`src/rtl/add_pkg.sv`:
```
// Shared types for the 8-bit adder datapath and its result buffer.
// A result word is the sum plus the carry out of the MSB stage.
package add_pkg;

    localparam int ADD_WIDTH = 8;

    typedef struct packed {
        logic                 carry;
        logic [ADD_WIDTH-1:0] sum;
    } add_result_t;

    function automatic logic is_zero(input add_result_t r);
        return (r.carry == 1'b0) && (r.sum == '0);
    endfunction

endpackage

```
`src/rtl/sat_counter.sv`:
```
// Saturating up-counter with a synchronous clear.
// Clear takes priority over increment.
module sat_counter #(
    parameter int CNT_W = 8
) (
    input  logic             clk,
    input  logic             rst_n,
    input  logic             inc,
    input  logic             clr,
    output logic [CNT_W-1:0] cnt
);

    always_ff @(posedge clk or negedge rst_n) begin
        if (!rst_n) begin
            cnt <= '0;
        end else if (clr) begin
            cnt <= '0;
        end else if (inc && (cnt != '1)) begin
            cnt <= cnt + CNT_W'(1);
        end
    end

endmodule

```
`src/rtl/add_result_buffer.sv`:
```
// Result FIFO behind the ripple-carry adder with registered head outputs.
// Define ADD_RESULT_ZERO_FLAG_EN to add the out_zero head flag.
module add_result_buffer
    import add_pkg::*;
#(
    parameter int WIDTH = ADD_WIDTH,
    parameter int DEPTH = 2,
    parameter int CNT_W = 8
) (
    input  logic             clk,
    input  logic             rst_n,
    input  logic             in_valid,
    output logic             in_ready,
    input  logic [WIDTH-1:0] in_sum,
    input  logic             in_carry,
    output logic             out_valid,
    input  logic             out_ready,
    output logic [WIDTH-1:0] out_sum,
    output logic             out_carry,
    input  logic             clear,
    output logic [CNT_W-1:0] carry_count
`ifdef ADD_RESULT_ZERO_FLAG_EN
    ,
    output logic             out_zero
`endif
);

    localparam int PW = $clog2(DEPTH);

    add_result_t       mem [DEPTH];
    logic [PW-1:0]     wr_ptr;
    logic [PW-1:0]     rd_ptr;
    logic [PW-1:0]     rd_next;
    logic [PW:0]       count;
    logic [PW:0]       count_next;
    logic              push;
    logic              pop;
    logic              valid_next;
    logic              bypass;
    add_result_t       in_word;
    add_result_t       head_next;

    assign in_word.carry = in_carry;
    assign in_word.sum   = in_sum;

    assign in_ready = (count != (PW+1)'(DEPTH));
    assign push     = in_valid && in_ready;
    assign pop      = out_valid && out_ready;

    assign rd_next    = rd_ptr + PW'(pop);
    assign count_next = count + (PW+1)'(push) - (PW+1)'(pop);
    assign valid_next = (count_next != '0);

    // The incoming word becomes the head only when nothing else remains.
    assign bypass    = push && (wr_ptr == rd_next);
    assign head_next = bypass ? in_word : mem[rd_next];

    always_ff @(posedge clk or negedge rst_n) begin
        if (!rst_n) begin
            for (int i = 0; i < DEPTH; i++) begin
                mem[i] <= '0;
            end
            wr_ptr    <= '0;
            rd_ptr    <= '0;
            count     <= '0;
            out_valid <= 1'b0;
            out_sum   <= '0;
            out_carry <= 1'b0;
        end else begin
            if (push) begin
                mem[wr_ptr] <= in_word;
                wr_ptr      <= wr_ptr + PW'(1);
            end
            rd_ptr    <= rd_next;
            count     <= count_next;
            out_valid <= valid_next;
            if (valid_next) begin
                out_sum   <= head_next.sum;
                out_carry <= head_next.carry;
            end
        end
    end

`ifdef ADD_RESULT_ZERO_FLAG_EN
    logic zmem [DEPTH];
    logic zero_next;

    assign zero_next = bypass ? is_zero(in_word) : zmem[rd_next];

    always_ff @(posedge clk or negedge rst_n) begin
        if (!rst_n) begin
            for (int i = 0; i < DEPTH; i++) begin
                zmem[i] <= 1'b0;
            end
            out_zero <= 1'b0;
        end else begin
            if (push) begin
                zmem[wr_ptr] <= is_zero(in_word);
            end
            out_zero <= valid_next && zero_next;
        end
    end
`endif

    sat_counter #(
        .CNT_W(CNT_W)
    ) u_carry_cnt (
        .clk  (clk),
        .rst_n(rst_n),
        .inc  (push && in_carry),
        .clr  (clear),
        .cnt  (carry_count)
    );

endmodule

```
`config.mk`:
```
export PLATFORM = sky130hd
export DESIGN_NAME = add_result_buffer
export DESIGN_NICKNAME = d
export VERILOG_FILES = /design/src/rtl/add_pkg.sv /design/src/rtl/sat_counter.sv /design/src/rtl/add_result_buffer.sv
export SDC_FILE = /design/constraint.sdc
export NUM_CORES = 1
export LEC_CHECK = 0
export ABC_AREA = 1
export CAP_MARGIN = 20
export CORE_UTILIZATION = 53
export DETAILED_ROUTE_END_ITERATION = 12
export MAX_ROUTING_LAYER = met4
export PLACE_DENSITY = 0.81
export SLEW_MARGIN = 20
export SYNTH_ARGS = -nofsm -noshare
export SYNTH_HDL_FRONTEND = slang
export SYNTH_HIERARCHICAL = 1
export SYNTH_SLANG_ARGS = --single-unit
```
`constraint.sdc`:
```
create_clock -name clk -period 2.9 [get_ports clk]
set_clock_uncertainty 0.1 [all_clocks]
set_input_delay 0.58 -clock clk [delete_from_list [all_inputs] [get_ports clk]]
set_output_delay 0.58 -clock clk [all_outputs]
set_load 0.01 [all_outputs]
```
==> results by group, run 1 <==
Worst setup path
  – Crit path buffers/inverters: 4
  – CP max-delay cell: clkdlybuf4s50_1
  – Max stage delay on crit path: 0.46 ns
  – CP Cell Sequence: clkdlybuf4s50_1 > a21boi_4 > inv_1 > ha_1 > inv_1 > ha_1 > inv_2 > nand3_2 > nand3_1 > nand2_1
  – Crit path launch type: input pin
  – Worst Path Required: 2.99 ns
  – CP Max Fanout: 10
  – CP arrival: 2.37 ns
  – Delay-heaviest family, CP: buffers and inverters
  – Worst Setup End Kind: flop
  – WS Path Type: in -> reg

Power and ir drop
  – Worst vdd ir: around 0.00046 V
  – Leak pwr: 1.28 nW
  – Power Dens Cells: 1060 nW/µm²

Finish
  – Finished layout cell area: 2560 µm²
  – Fraction of final layout cells sized beyond drive strength 1: 9.27%
  – Fillers: 315
  – Register cell area after layout: 1000 µm²
  – Syn-to-layout area delta: 22.4%
  – Fin nets: around 320
  – Area taken by multi-input logic gates: ~880 µm²
  – Ant diodes: 0

Yosys
  – Synthesis Warnings: 6
  – Sequential share of the synthesized area: 47.9%
  – Largest area contributor in the netlist: dfrtp_1
  – Share of the synthesized area in the top cell type: 47.9%
  – Mean Syn Cell Area: 7.85 µm²
  – Syn_nets: 283
  – Async S/R FF share, synth: 100%
  – Largest cells by area after synthesis: dfrtp_1 (48%), nand2_1 (14%), nand3_1 (9.8%)
  – Most used DFF post-synth: dfrtp_1
  – Top-count cell post-synth: nand2_1
  – Post-Syn Area: 2090 µm²
  – Cell count after synthesis: 266
  – List of most frequent post-synthesis cells: nand2_1 (78), nand3_1 (41), dfrtp_1 (40), inv_1 (38), o21ai_0 (27)
  – Yosys reg bits: 40
  – EDFF count, synth: 0
  – Distinct cells, synth: 25

Die
  – Chip height: between 60 and 70 µm
  – Die area: 4200 µm²
  – I/O pins: 33
  – Core area: roughly 3700 µm²
  – Die Span X: around 65 µm
  – Initial Util: 56.2%
  – # rows: 22

Detailed routing
  – Final WL: 4.33 mm
  – DR vias: 1763
  – Initial drt markers: 88
  – Post-route ant nets: 0
  – Vias/cell: 5.04
  – Wire per inst: 12.4 µm
  – Number of iterations in the first detailed-routing pass: 4
  – Residual DRC: 0

GRT
  – Pin count of the biggest net entering global routing: 41
  – Vias in the first global route: between 1500 and 2000
  – Total track usage: about a quarter
  – Initial antenna violation count: 0
  – GR Overflow Total: 0
  – First-pass GRT wire length: around 7.4 mm

Run
  – Max-cap violations: 0

STA
  – Max Fclk: around 440 MHz
  – Worst Tran Pin Value: 0.868 ns
  – Slew headroom: 42.1%
  – Minimum clock period: 2.28 ns
  – Final number of setup-violating endpoints: 0
  – Final hold violations: 0
  – RSZ-0062 raised after global routing: no
  – Setup_tns: 0 ns
  – Final Cycle Share: 78.6%
  – Slew Limit Fails: 0

CTS
  – Post-CTS Resized: 0
  – H-tree levels: 2
  – TritonCTS Buffers: 5
  – Hold buffers post-CTS: 0
  – CTS tree: yes
  – CTS sink cnt: 40
  – Clk Tree Root Cell: clkbuf_8
  – Post-CTS Setup Bufs: 0
  – Max Buffers Root-to-Sink: 2
  – CTS clock-pin slew for the worst setup and hold paths: 0.08 ns
  – Worst skew pair latency: roughly 0.3 ns

Place
  – DP HPWL: 2.96 mm
  – GP Congestion: 0.863
  – Area after DPL: 2430 µm²
  – Port Buffer Count: 32

Min path
  – Class of the worst hold path: in -> async

Outcome
  – Status: finished clean
cells in the final DEF (no fill, tap or decap), types with 2 or more instances in the layout:
master / n
nand2_1: 78
nand3_1: 41
dfrtp_1: 40
inv_1: 38
clkdlybuf4s50_1: 31
o21ai_0: 27
nand2_2: 7
clkbuf_8: 7
nor2_1: 6
a21oi_1: 4
ha_1: 3
buf_4: 2
nor2_2: 2
nor3_1: 2
o21bai_1: 2
worst reg2reg max path: cells and delay by family (launching register included):
family / cells / cell delay [ns]
AND/OR/NAND/NOR: 3 / 0.41
buffers and inverters: 3 / 0.19
flip-flops: 1 / 0.45
AO/OA/AOI/OAI: 1 / 0.17
adder cells (fa/ha/maj): 2 / 0.57
cell type report:
| cell class | count | share of cell area (%) |
|---|---|---|
| Tap cell | 48 | 2.35 |
| Sequential cell | 40 | 39.2 |
| Inverter | 40 | 6.07 |
| Clock inverter | 1 | 1.17 |
| Multi-Input combinational cell | 180 | 34.6 |
| Clock buffer | 7 | 3.77 |
| Timing Repair Buffer | 34 | 12.9 |
registers in the layout, indices dropped and copies added (netlist names):
name             count
out_valid            1
wr_ptr               1
out_sum              8
u_carry_cnt/cnt      8
out_carry            1
rd_ptr               1
mem                 18
count                2
through the flow:
step           worst slack (ns)  util [%]  cells  hold WS (ns)  total power [W]
2_1_floorplan             0.561         -    266         0.184          0.00184
3_3_place_gp              0.349      65.4    342         0.361          0.00218
3_5_place_dp              0.300      65.4    342         0.370          0.00223
4_1_cts                   0.611      68.8    350         0.326          0.00274
5_1_grt                   0.496      68.8    350         0.372          0.00293
6_report                  0.621      68.8    350         0.289          0.00272
path summary, 6_finish.rpt:
| check | slack [ns] | startpoint | cells after the start | end |
|---|---|---|---|---|
| worst max-delay path | 0.62 | in_valid | 10 | out_sum[6] |
| worst min-delay path | 0.29 | rst_n | 1 | mem[13] |
| worst max register to register | 0.90 | count[1] | 9 | out_sum[6] |
| worst min register to register | 0.39 | mem[1] | 2 | mem[1] |
| max in group asynchronous | 1.87 | rst_n | 1 | mem[0] |
| min in group clk | 0.39 | mem[1] | 2 | mem[1] |
power by group:
part | switching [W] | total (W) | internal [W] | leakage [nW]
registers | 0.000151 | 0.000949 | 0.000798 | 0.498
logic | 0.000747 | 0.00127 | 0.000520 | 0.714
clock network | 0.000200 | 0.000504 | 0.000304 | 0.0645
metal layers:
metal  wire, µm  global-route usage [%]  up-vias
li1           -                       -      911
met1       2060                    30.7      821
met2       2090                    37.1       23
met3        115                    4.75        8
met4         64                    9.17        0
met5          0                       -        -
cell families (layout without fill, tap and decap cells):
family	after synthesis	after routing	share of synthesized area [%]
XOR/XNOR	1	1	0.419
AND/OR/NAND/NOR	140	140	30.4
buffers and inverters	46	82	9.77
adder cells (fa/ha/maj)	3	3	1.80
AO/OA/AOI/OAI	36	36	9.71
flip-flops	40	40	47.9
Power figures use the tool's default switching activity.
==> inputs of run 2 (changes only) <==
- clock period: 2.9 -> 2.2 ns (I/O delays scaled with it)
==> run 2 against run 1 <==
  * First-iteration DRC count grew 64%
  * Setup slack lost 0.52 ns
  * Clock power grew 19%
  * Critical endpoint is now out_sum[0]
  * Final cell count grew 2.3%
  * Combinational power grew 43%
  * Critical path depth is the same
==> results by group, run 2 (synthesized netlist as in run 1, its figures left out) <==
Outcome
  – Status: finished clean (unchanged)

Worst setup path
  – Crit path buffers/inverters: 4 (unchanged)
  – Crit path depth: 10 (unchanged)
  – Delay-heaviest family, CP: buffers and inverters (unchanged)
  – CP Cell Sequence: clkdlybuf4s50_1 > a21boi_4 > inv_1 > ha_1 > inv_1 > ha_1 > inv_2 > nand3_4 > nand3_1 > nand2_1 (was clkdlybuf4s50_1 > a21boi_4 > inv_1 > ha_1 > inv_1 > ha_1 > inv_2 > nand3_2 > nand3_1 > nand2_1)
  – CP max-delay cell: clkdlybuf4s50_1 (unchanged)
  – Crit path launch type: input pin (unchanged)
  – Number of cells on the worst reg-to-reg path: 9 (unchanged)
  – CP Max Fanout: 10 (unchanged)
  – Worst Path Required: 2.29 ns (was 2.99 ns)
  – Worst Setup End Kind: flop (unchanged)
  – Crit Reg-Reg Endpoint: out_sum[0] (was out_sum[6])
  – Reg-to-reg slack, setup: 0.27 ns (was 0.90 ns)
  – Max stage delay on crit path: 0.46 ns (about the same)
  – Crit Reg-Reg Startpoint: count[1] (unchanged)
  – CP arrival: 2.19 ns (was 2.37 ns)
  – WS Path Type: in -> reg (unchanged)

STA
  – Final number of setup-violating endpoints: 0 (unchanged)
  – Final Cycle Share: 95.5%
  – Slew headroom: 65.8% (was 42.1%)
  – Minimum clock period: 2.10 ns
  – Setup_tns: 0 ns (unchanged)
  – Hold_ws: 0.0896 ns (was 0.289 ns)
  – Max Fclk: 476 MHz
  – RSZ-0062 raised after global routing: no (unchanged)
  – Slew Limit Fails: 0 (unchanged)
  – Worst Tran Pin Value: 0.513 ns (was 0.868 ns)
  – Final hold violations: 0 (unchanged)
  – Worst Setup Slack, final: 0.0980 ns (was 0.621 ns)

CTS
  – CTS clock-pin slew for the worst setup and hold paths: 0.08 ns (about the same)
  – Max Buffers Root-to-Sink: 2 (unchanged)
  – Worst skew pair latency: 0.29 ns (was 0.30 ns)
  – TritonCTS Buffers: 5 (unchanged)
  – Post-CTS Resized: 0 (unchanged)
  – Hold buffers post-CTS: 0 (unchanged)
  – CTS sink cnt: 40 (unchanged)
  – Post-CTS Setup Bufs: 0 (unchanged)
  – CTS tree: yes (unchanged)
  – Clk Tree Root Cell: clkbuf_8 (unchanged)
  – H-tree levels: 2 (unchanged)

Finish
  – Most common cell after layout, fill and taps aside: nand2_1 (unchanged)
  – Ant diodes: 0 (unchanged)
  – Fraction of final layout cells sized beyond drive strength 1: 11.6% (was 9.27%)
  – Fin nets: 326 (was 318)
  – Top Registers: mem x18, out_sum x8, u_carry_cnt/cnt x8 (unchanged)
  – Reg with most FFs: mem (unchanged)
  – Number of flip-flops in the largest register: 18 (unchanged)
  – Syn-to-layout area delta: 25.5% (was 22.4%)
  – Most frequent cells in the layout: nand2_1 (78), nand3_1 (41), dfrtp_1 (40), inv_1 (38), clkdlybuf4s50_1 (31) (unchanged)

GRT
  – Initial antenna violation count: 0 (unchanged)
  – Total track usage: 25.1% (was 23.9%)
  – Pin count of the biggest net entering global routing: 41 (unchanged)
  – First-pass GRT wire length: 7.81 mm (was 7.36 mm)
  – GR Overflow Total: 0 (unchanged)
  – Vias in the first global route: 1752 (was 1614)

Die
  – Die area: 4200 µm² (unchanged)
  – Core area: 3720 µm² (unchanged)
  – I/O pins: 33 (unchanged)
  – Chip height: 64.8 µm (unchanged)
  – Die Span X: 64.8 µm (unchanged)
  – # rows: 22 (unchanged)
  – Initial Util: 56.2% (unchanged)

Place
  – Dpl ws: -0.296 ns (was 0.300 ns)
  – Port Buffer Count: 32 (unchanged)
  – GP Congestion: 0.882 (was 0.863)
  – DP HPWL: 3.18 mm (was 2.96 mm)

Detailed routing
  – Vias/cell: 5.18 (was 5.04)
  – Number of iterations in the first detailed-routing pass: 4 (unchanged)
  – Wire per inst: 13.1 µm (was 12.4 µm)
  – Post-route ant nets: 0 (unchanged)
  – DR vias: 1854 (was 1763)
  – Initial drt markers: 144 (was 88)
  – Residual DRC: 0 (unchanged)
  – Final WL: 4.71 mm (was 4.33 mm)

Power and ir drop
  – Proportion of power drawn by flip-flops and latches: 34.1% (was 34.9%)
  – Leak pwr: 1.31 nW (was 1.28 nW)
  – Clock power share: 16.3% (was 18.5%)
  – Combinational share of power: 49.5% (was 46.6%)
  – Power Dens Cells: 1400 nW/µm² (was 1060 nW/µm²)
  – Worst vdd ir: 0.000648 V (was 0.000463 V)
  – Net Sw Power: 0.00152 W (was 0.00110 W)
  – Internal power: 0.00215 W (was 0.00162 W)
  – Sw Ratio: 41.5% (was 40.4%)

Min path
  – Class of the worst hold path: in -> async (unchanged)

Run
  – Max-cap violations: 0 (unchanged)
-- run 2: changes by cell type in the layout (fill, tap and decap cells not counted) --
cell / delta
clkbuf_8: -2
buf_4: +7
nand3_4: +1
nand3_2: -1
clkinv_2: +1
clkinvlp_4: +1
buf_12: +1
-- run 2: worst max-delay path by stage --
stage,from,to,slack (ns)
after floorplan,in_valid,out_carry,0.001
after global placement,in_valid,out_sum[4],-0.19
after detailed placement,in_valid,out_sum[0],-0.30
after CTS,in_valid,out_carry,0.01
after global routing,in_valid,out_sum[7],0.01
final,in_valid,out_sum[0],0.1
-- run 2: area by class of cell --
class	count	area [µm²]
clock buffers	5	68.8
flip-flops and latches	40	1000
multi-input cells	180	891
well taps	48	60.1
clock inverters	3	42.5
inverters	40	155
repair buffers	42	403
fillers	321	1090
-- run 2: layer usage --
layer	GRT usage, %	up-vias	wire length, µm
met5	-	-	0
met4	8.06	0	50
met3	5.11	7	141
met2	39.7	35	2290
met1	32.2	882	2230
li1	-	930	-
-- run 2: power by group through the flow --
| stage | registers [W] | logic [W] | clock network, W |
|---|---|---|---|
| after global routing | 0.00129 | 0.00204 | 0.000635 |
| after floorplan | 0.00126 | 0.00117 | 0 |
| after detailed placement | 0.00126 | 0.00178 | 0 |
| after global placement | 0.00125 | 0.00170 | 0 |
| final | 0.00125 | 0.00182 | 0.000600 |
| after CTS | 0.00125 | 0.00180 | 0.000611 |
-- run 2: stage by stage --
step           instances  util [%]  cell area, µm²  total power [W]
5_1_grt              358      70.5            2620          0.00396
2_1_floorplan        266         -            2090          0.00243
3_3_place_gp         350      67.3            2500          0.00295
4_1_cts              358      70.3            2610          0.00366
6_report             358      70.5            2620          0.00367
3_5_place_dp         350      67.3            2500          0.00304
